**config.mk**
```make
export PLATFORM = sky130hd
export DESIGN_NAME = alu_sequencer
export DESIGN_NICKNAME = d
export VERILOG_FILES = /design/src/rtl/alu_sequencer.sv
export SDC_FILE = /design/constraint.sdc
export NUM_CORES = 1
export LEC_CHECK = 0
export ABC_AREA = 1
export CORE_ASPECT_RATIO = 1.75
export CORE_MARGIN = 1.5
export CORE_UTILIZATION = 41
export DETAILED_ROUTE_END_ITERATION = 8
export GPL_TIMING_DRIVEN = 0
export PLACE_DENSITY = 0.76
export SYNTH_ARGS = -nofsm -noshare
export SYNTH_HDL_FRONTEND = slang
export SYNTH_SLANG_ARGS = --single-unit
```
**constraint.sdc**
```tcl
create_clock -name clk -period 1.6 [get_ports clk]
set_input_delay 0.32 -clock clk [delete_from_list [all_inputs] [get_ports clk]]
set_output_delay 0.32 -clock clk [all_outputs]
set_load 0.02 [all_outputs]
```
**src/rtl/alu_sequencer.sv**
```systemverilog
// Command/response sequencer that drives an external registered ALU and captures its result.
// Optional operand chaining from the previous result is enabled by defining ALU_SEQ_CHAIN_EN.
module alu_sequencer #(
    parameter int ALU_LATENCY = 1
) (
    input  logic       clk,
    input  logic       rst,
    input  logic       cmd_valid,
    output logic       cmd_ready,
    input  logic [4:0] cmd_sel,
    input  logic [7:0] cmd_a,
    input  logic [7:0] cmd_b,
    input  logic       cmd_cin,
`ifdef ALU_SEQ_CHAIN_EN
    input  logic       cmd_chain,
`endif
    output logic [4:0] alu_sel,
    output logic [7:0] alu_a,
    output logic [7:0] alu_b,
    output logic       alu_cin,
    input  logic [7:0] alu_y,
    output logic       rsp_valid,
    input  logic       rsp_ready,
    output logic [7:0] rsp_y,
    output logic [15:0] op_count
);

    typedef enum logic [1:0] {
        IDLE,
        WAIT,
        RESP
    } state_t;

    state_t     state;
    state_t     next_state;
    logic [3:0] wait_count;
    logic       accept;
    logic       capture;
    logic       done;
    logic [7:0] next_a;

`ifdef ALU_SEQ_CHAIN_EN
    logic [7:0] last_result;
    assign next_a = cmd_chain ? last_result : cmd_a;
`else
    assign next_a = cmd_a;
`endif

    always_ff @(posedge clk or posedge rst) begin
        if (rst) begin
            state <= IDLE;
        end else begin
            state <= next_state;
        end
    end

    // cmd_ready is gated by rst so every output reads 0 for as long as reset is held.
    always_comb begin
        next_state = state;
        cmd_ready  = 1'b0;
        rsp_valid  = 1'b0;
        accept     = 1'b0;
        capture    = 1'b0;
        done       = 1'b0;
        case (state)
            IDLE: begin
                cmd_ready = ~rst;
                accept    = cmd_valid & ~rst;
                if (accept) begin
                    next_state = WAIT;
                end
            end
            WAIT: begin
                capture = (wait_count == 4'd0);
                if (capture) begin
                    next_state = RESP;
                end
            end
            RESP: begin
                rsp_valid = 1'b1;
                done      = rsp_ready;
                if (done) begin
                    next_state = IDLE;
                end
            end
            default: begin
                next_state = IDLE;
            end
        endcase
    end

    // The counter reaches zero ALU_LATENCY edges after acceptance; the following edge captures alu_y.
    always_ff @(posedge clk or posedge rst) begin
        if (rst) begin
            alu_sel    <= 5'd0;
            alu_a      <= 8'd0;
            alu_b      <= 8'd0;
            alu_cin    <= 1'b0;
            wait_count <= 4'd0;
            rsp_y      <= 8'd0;
            op_count   <= 16'd0;
`ifdef ALU_SEQ_CHAIN_EN
            last_result <= 8'd0;
`endif
        end else begin
            if (accept) begin
                alu_sel    <= cmd_sel;
                alu_a      <= next_a;
                alu_b      <= cmd_b;
                alu_cin    <= cmd_cin;
                wait_count <= 4'(ALU_LATENCY);
            end else if ((state == WAIT) && (wait_count != 4'd0)) begin
                wait_count <= wait_count - 4'd1;
            end
            if (capture) begin
                rsp_y <= alu_y;
`ifdef ALU_SEQ_CHAIN_EN
                last_result <= alu_y;
`endif
            end
            if (done) begin
                op_count <= op_count + 16'd1;
            end
        end
    end

endmodule
```
== Word-level counts from Yosys, hierarchy flattened ==
Cells that the tools add are included.

* Add/sub/neg operators: 2
* Equal/unequal tests: 5
* Multiplexer cells: 11
* Bitwise gates (word level): 2
* Reductions and logical operators: 6

{| class="wikitable"
|+ Operator list
! cell !! count
|-
| $add 16x1->16 const B || 1
|-
| $mux 4 || 2
|-
| $mux 2 || 3
|-
| $ne 2x2->1 const B || 3
|-
| $pmux 2 s3 || 1
|-
| $mux 1 || 5
|-
| $logic_not 4->1 || 1
|-
| $reduce_bool 4->1 || 1
|-
| $sub 4x1->4 const B || 1
|-
| $reduce_and 3->1 || 1
|-
| $eq 2x1->1 const B || 1
|-
| $eq 2x2->1 const B || 1
|-
| $logic_not 2->1 || 1
|-
| $reduce_bool 2->1 || 1
|-
| $and 1x1->1 || 1
|-
| $logic_and 1x1->1 || 1
|-
| $not 1->1 || 1
|}

* Flip-flop bits (word level): 52
* Input bits: 34
* Logic and storage cells: 34

== Logic depth before layout (Yosys ltp) ==
Gate-level depths: netlist of the first run.

* Depth after elaboration: 4
* Gate-level depth with buffers: 7

== Worst setup path before layout of the first run ==
OpenSTA, ideal clock, no wires.

* Path kind: input-to-reg
* From: input port rst
* To: register alu_a[0]
* Arrival time: 2.159 ns
* Required time: 1.484 ns
* Slack: -0.675 ns
* Stages: 5
* Buffers on the path: 1
* Cells stage by stage: inv_1 > nand3_2 > buf_2 > nand2_1 > nand2_1

* Cells in the longest elaborated chain, start to end: 3

{| class="wikitable"
|+ RTL lines
! element !! RTL line !! source
|-
| start, declared || 7 || <nowiki>input logic rst,</nowiki>
|-
| $not 1->1 || 68 || <nowiki>accept = cmd_valid & ~rst;</nowiki>
|-
| $and 1x1->1 || 68 ||
|-
| $mux 1 || 65 || <nowiki>case (state)</nowiki>
|-
| end signal, assigned || 108 || <nowiki>alu_a <= next_a;</nowiki>
|-
| end, declared || 18 || <nowiki>output logic [7:0] alu_a,</nowiki>
|}

No other way between the ends.
A chain may end at the register's enable or synchronous reset.

== Worst setup path after layout of the first run ==
* From: register state[1]
* To: output port rsp_valid

* Cells in the longest elaborated chain, start to end: 2

{| class="wikitable"
|+ RTL lines
! element !! RTL line !! source
|-
| start, declared || 34 || <nowiki>state_t state;</nowiki>
|-
| start signal, assigned || 53 || <nowiki>state <= next_state;</nowiki>
|-
| $eq 2x2->1 || 65 ||
|-
| $mux 1 || 65 ||
|-
| end, declared || 22 || <nowiki>output logic rsp_valid,</nowiki>
|}

No other way between the ends.

==> metrics.txt, run 1 <==
clk slew on worst S/H paths 0.10 ns; max incr delay on CP 0.41 ns; CP max FO 3; Cell Pwr Density 1530 mW/mm²; Initial DRT Pass Iterations 4; Non-Filler Instances 435; Via-to-Cell Ratio approximately 4.7; setup violators final 0; HP Class in -> async; Ports 82; CP Cell Sequence inv_1, nor2_2, clkdlybuf4s15_2; placed insts 420; Post-DRT Antenna Nets 0; die span in x a little over 60 µm; clk buf depth 2; Fmax approximately 660 MHz; Worst Path Required 1.28 ns; worst r2r dst op_count[12]$_DFFE_PP0P_; final-stage net count 395; starting density of the core 0.427; Synth area leader dfrtp_1; top post-synthesis cells by area dfrtp_1 (55%), nand2_1 (17%), inv_1 (3.8%); initial antenna violation count 0; CTS sink count 52; outcome complete, no violations; layout cells sized above 1 0.159; Rel. slew slack 0.562; worst-margin pin slew roughly 0.65 ns; Port Buf Inserts 81; Max Slew Vio Count 0; Unique masters post-synth 27; Core Rows 36; vias in the first global route 2059; cells after synthesis 263; DR vias 2025; Crit path arrival time 1.20 ns; Util after Layout 0.622; CTS Buf Count 5; Final period util 0.948; Core ar. 0.00559 mm²; crit start category flop; synthesis-to-finish area growth 45.4%; sequential share of the synthesized area 0.545; leakage power 1.99 nW; Routed wire per std cell 12.7 µm; Final Skew roughly 0.011 ns; clock root buffer master clkbuf_8; GRT Total Usage 0.192; CTS H-tree lvls 2; total grt overflow 0; Die ar. 0.00631 mm²; RSZ-0062 raised after global routing no; Hold Vio Cnt, Final 0; hpwl dp ~4 mm; fin crit period 1.52 ns; crit path max-delay cell type dfrtp_2; post-synth top area share 0.545; Syn. warnings 0; peak supply drop roughly 0.0007 V; Antenna diodes 0; Net Count, Synth 300; Reg-to-Reg Start op_count[0]$_DFFE_PP0P_; Initial DRC Count around 130; Die Ht 104 µm; WS Path Type reg -> out; CTS tree yes; Clk Latency, worst-skew pair about 0.30 ns; DRC Markers 0; largest net degree at the start of global routing 27; number of synthesized register bits 52; final wirelength ~5.5 mm; synthesized area per cell 9.08 µm²; worst r2r path cells 6; reg-to-reg slack, setup roughly 0.14 ns; CP Capture Type output pin; first-pass GRT wire length 9.32 mm; GP Congestion 0.840; max_cap viols 0; mapped cell area 0.00239 mm²
[logic make-up after synthesis]
kind of cell / synth area share
XOR/XNOR: 0.0330
AO/OA/AOI/OAI: 0.0498
multiplexers: 0.00472
flip-flops: 0.545
adder cells (fa/ha/maj): 0.0157
AND/OR/NAND/NOR: 0.288
buffers and inverters: 0.0639
[cells in the mapped netlist]
library cell,n
a21oi_1,1
buf_2,2
buf_6,3
dfrtp_1,52
ha_1,3
inv_1,24
inv_2,5
mux2_2,1
nand2_1,107
nand2_2,4
nand2_4,1
nand3_1,9
nand3_2,3
nand3_4,2
nand3b_1,1
nand4_1,4
nor2_1,9
nor2_2,4
nor2_4,1
nor2_8,1
nor3_4,1
o21ai_1,6
o21ai_2,8
o22ai_1,1
o31ai_1,1
xnor2_1,5
xor2_1,4
[routing by layer]
layer	vias up	routed length, µm	global-route usage
li1	1001	-	-
met1	954	2070	0.207
met2	57	3140	0.341
met3	13	184	0.0336
met4	0	141	0.0885
met5	-	0	0
[critical path: cells and delay by family (launching register included)]
| kind | cells | cell delay [ns] |
|---|---|---|
| buffers and inverters | 2 | 0.36 |
| and+or+nand+nor | 1 | 0.13 |
| DFF | 1 | 0.41 |
[stage by stage]
step,total power [mW],setup TNS [ns],setup slack (ns),cell area [µm²],hold slack (ns)
after global placement,4.69,-36.92,-1.27,3310,0.462
after CTS,5.38,0,0.000659,3380,0.347
after detailed placement,4.76,-38.06,-1.29,3310,0.464
after global routing,5.73,0,0.000174,3470,0.266
after floorplan,3.57,-5.30,-0.224,2400,0.391
final,5.32,0,0.0835,3470,0.283
[layout by cell type (no fill, tap or decap), types with 4 or more instances in the layout]
master / instances
buf_4: 5
clkbuf_8: 5
clkdlybuf4s50_1: 32
dfrtp_1: 50
dlygate4sd2_1: 31
dlymetal6s2s_1: 16
inv_1: 23
inv_2: 4
nand2_1: 107
nand2_2: 4
nand3_1: 9
nand4_1: 4
nor2_1: 8
nor2_2: 4
o21ai_1: 6
o21ai_2: 8
xnor2_1: 5
xor2_1: 4
[registers in the layout, summed over array words and instances (netlist names)]
register	count
state	2
alu_sel	5
alu_a	8
rsp_y	8
alu_cin	1
wait_count	4
op_count	16
alu_b	8
[what timing repair did]
action                     4_1_cts  5_1_grt
buffers inserted                 2        2
setup endpoints to repair       59       18
gates resized for setup         41       18
hold buffers                     0        0
gates cloned                     2        0
[power by group]
group,total (mW),switching [mW],internal (mW)
logic,2.52,1.45,1.07
registers,2.08,0.294,1.78
clock network,0.725,0.420,0.306
[final cells by class]
class	instances	area (µm²)
fill	494	2110
sequential	52	1300
multi-input combinational	177	948
timing repair buffer	86	868
inverter	29	115
tap	76	95.1
clock buffer	5	68.8
buffer	5	43.8
clock inverter	3	18.8
timing repair inverter	2	10.0
[worst max-delay path by stage]
stage | start | endpoint | slack (ns)
3_3_place_gp | rst | alu_sel[0]$_DFFE_PP0P_ | -1.27
2_1_floorplan | rst | alu_a[0]$_DFFE_PP0P_ | -0.22
5_1_grt | state[1]$_DFFE_PP0P_ | cmd_ready | 0.0002
6_report | state[1]$_DFFE_PP0P_ | rsp_valid | 0.08
4_1_cts | alu_a[3]$_DFFE_PP0P_ | alu_a[3] | 0.0007
3_5_place_dp | rst | alu_sel[1]$_DFFE_PP0P_ | -1.29
Note: power is estimated with default switching activity, not from simulation.
==> run 2, diff against run 1 <==
CORE_MARGIN = 2   (was 1.5)
SKIP_CTS_REPAIR_TIMING = 1   (was default)
==> metrics.txt, run 2 (synthesis results as in run 1) <==
outcome complete, no violations; DRC Markers 0 (unchanged); Rel. slew slack 0.178 (-0.384); Core ar. 0.00559 mm² (unchanged); max_cap viols 0 (unchanged); switching part of the total power 0.382 (-0.0242); clk slew on worst S/H paths 0.09 ns (about the same); Hold Vio Cnt, Final 0 (unchanged); CTS sink count 52 (unchanged); filler instances 479 (-3.0%); Final Skew 0.00653 ns (-0.00403 ns); CP Capture Type output pin; GRT Total Usage 0.171 (-0.0212); Initial DRT Pass Iterations 4 (unchanged); peak supply drop 0.00102 V (+49%); Clk Latency, worst-skew pair 0.30 ns (about the same); CTS H-tree lvls 2 (unchanged); Port Buf Inserts 81 (unchanged); Via-to-Cell Ratio 4.51 (-3.1%); Final period util 0.945 (-0.00256); Post-DRT Antenna Nets 0 (unchanged); GR met3 Demand/Resource 0.0384 (+0.00478); DR vias 1967 (-2.9%); commonest non-fill, non-tap cell in the layout nand2_1; Cell Pwr Density 1560 mW/mm² (+1.7%); crit start category flop; Die ar. 0.00647 mm² (+2.6%); initial antenna violation count 0 (unchanged); Worst Path Required 1.28 ns (about the same); final-stage net count 396 (+0.25%); layout cells sized above 1 0.156 (-0.00322); HP Class in -> async; worst-margin pin slew 1.23 ns (+0.573 ns); max reg flops 16 (unchanged); Util after Layout 0.647 (+0.0249); Setup WS pre-CTS -1.32 ns (-0.0284 ns); fin crit period 1.51 ns (-0.00410 ns); Crit path arrival time 1.19 ns (about the same); clk buf depth 2 (unchanged); Die Ht 105 µm (+0.96%); Biggest register op_count; Combinational Power Share 0.455 (-0.018); Sequential Power Share 0.371 (-0.019); vias in the first global route 1850 (-10%); hpwl dp 3.84 mm (-4.3%); P_sw 2.15 mW (-0.56%); synthesis-to-finish area growth 51.3%; final wirelength 5.42 mm (-2.2%); most frequent cells in the layout nand2_1 (107), dfrtp_1 (50), dlymetal6s2s_1 (48); CP max FO 3 (unchanged); cell internal pwr 3.48 mW (+10%); clock root buffer master clkbuf_8; Core Rows 36 (unchanged); CTS Buf Count 5 (unchanged); Initial DRC Count 92 (-29%); WS Path Type reg -> out; Top Usage Layer GRT met2; Antenna diodes 0 (unchanged); Routed wire per std cell 12.4 µm (-2.4%); area of the multi-input gates 946 µm² (-0.26%); CTS tree yes; Ports 82 (unchanged); Max Slew Vio Count 0 (unchanged); die span in x 61.7 µm (+1.6%); setup violators final 0 (unchanged); RSZ-0062 raised after global routing no; largest net degree at the start of global routing 54 (+100%); Seq. cell area 0.00130 mm² (unchanged); GRT met2 Usage 0.288 (-0.0530); setup total negative slack 0 ns (unchanged); GR met1 Demand/Resource 0.203 (-0.00411); total grt overflow 0 (unchanged); GP Congestion 0.739 (-12%); final setup margin 0.0876 ns (+0.00410 ns); first-pass GRT wire length 8.46 mm (-9.2%); leakage power 2.38 nW (+19%); Fmax 661 MHz (+0.27%); Clock Power Share 0.174 (+0.038); starting density of the core 0.427 (unchanged)
-- run 2: cell types whose count changed in the layout (fill, tap and decap cells not counted), sizes merged --
| cell | previous run | this run |
|---|---|---|
| bufinv | 0 | 1 |
| clkbuf | 5 | 7 |
| clkinv | 3 | 0 |
| dlymetal6s2s | 16 | 48 |
| dlygate4sd2 | 31 | 0 |
| clkdlybuf4s15 | 1 | 0 |
| buf | 11 | 12 |
-- run 2: per-stage QoR --
stage               hold slack [ns]  cell area (µm²)  power (mW)  std cells
CTS                           0.489             3430        5.75        428
global placement              0.461             3310        4.67        420
floorplan                     0.391             2400        3.57        263
finish                        0.202             3610        5.63        436
global route                  0.218             3610        6.00        436
detailed placement            0.464             3310        4.74        420
-- run 2: worst paths after layout --
| kind | startpoint | endpoint | slack [ns] | depth (start not counted) |
|---|---|---|---|---|
| setup / recovery | state[1]$_DFFE_PP0P_ | cmd_ready | 0.09 | 4 |
| hold / removal | rst | wait_count[0]$_DFFE_PP0P_ | 0.20 | 3 |
| min in group clk | rsp_y[3]$_DFFE_PP0P_ | rsp_y[3]$_DFFE_PP0P_ | 0.48 | 2 |
| setup reg to reg | wait_count[0]$_DFFE_PP0P_ | wait_count[0]$_DFFE_PP0P_ | 0.20 | 7 |
| max in group asynchronous | rst | alu_a[7]$_DFFE_PP0P_ | 0.60 | 2 |
| hold reg to reg | rsp_y[3]$_DFFE_PP0P_ | rsp_y[3]$_DFFE_PP0P_ | 0.48 | 2 |
-- run 2: cell type report --
| class | instances | share of cell area |
|---|---|---|
| Tap cell | 76 | 0.0263 |
| Multi-Input combinational cell | 177 | 0.262 |
| Clock buffer | 7 | 0.0267 |
| Timing Repair Buffer | 87 | 0.269 |
| Sequential cell | 52 | 0.361 |
| Timing Repair inverter | 2 | 0.00277 |
| Buffer | 5 | 0.0121 |
| Inverter | 29 | 0.0319 |
| Clock inverter | 1 | 0.00832 |
-- run 2: power groups by stage --
stage          clock (mW)  combinational (mW)  sequential (mW)
5_1_grt              1.06                2.79             2.16
4_1_cts              1.01                2.64             2.10
3_5_place_dp            0                2.63             2.11
2_1_floorplan           0               0.996             2.58
3_3_place_gp            0                2.57             2.10
6_report            0.980                2.56             2.09
-- run 2: critical path, stage by stage (launching register included) --
cell     delay (ns)
dfrtp_2        0.44
nor2_4         0.15
inv_1          0.06
nor2_1         0.07
buf_2          0.16
-- run 2: per-layer routing --
layer  up-vias  part of all wire
li1       1001                 -
met5         -                 0
met4         0             0.015
met2        55              0.55
met1       905              0.39
met3         6             0.048
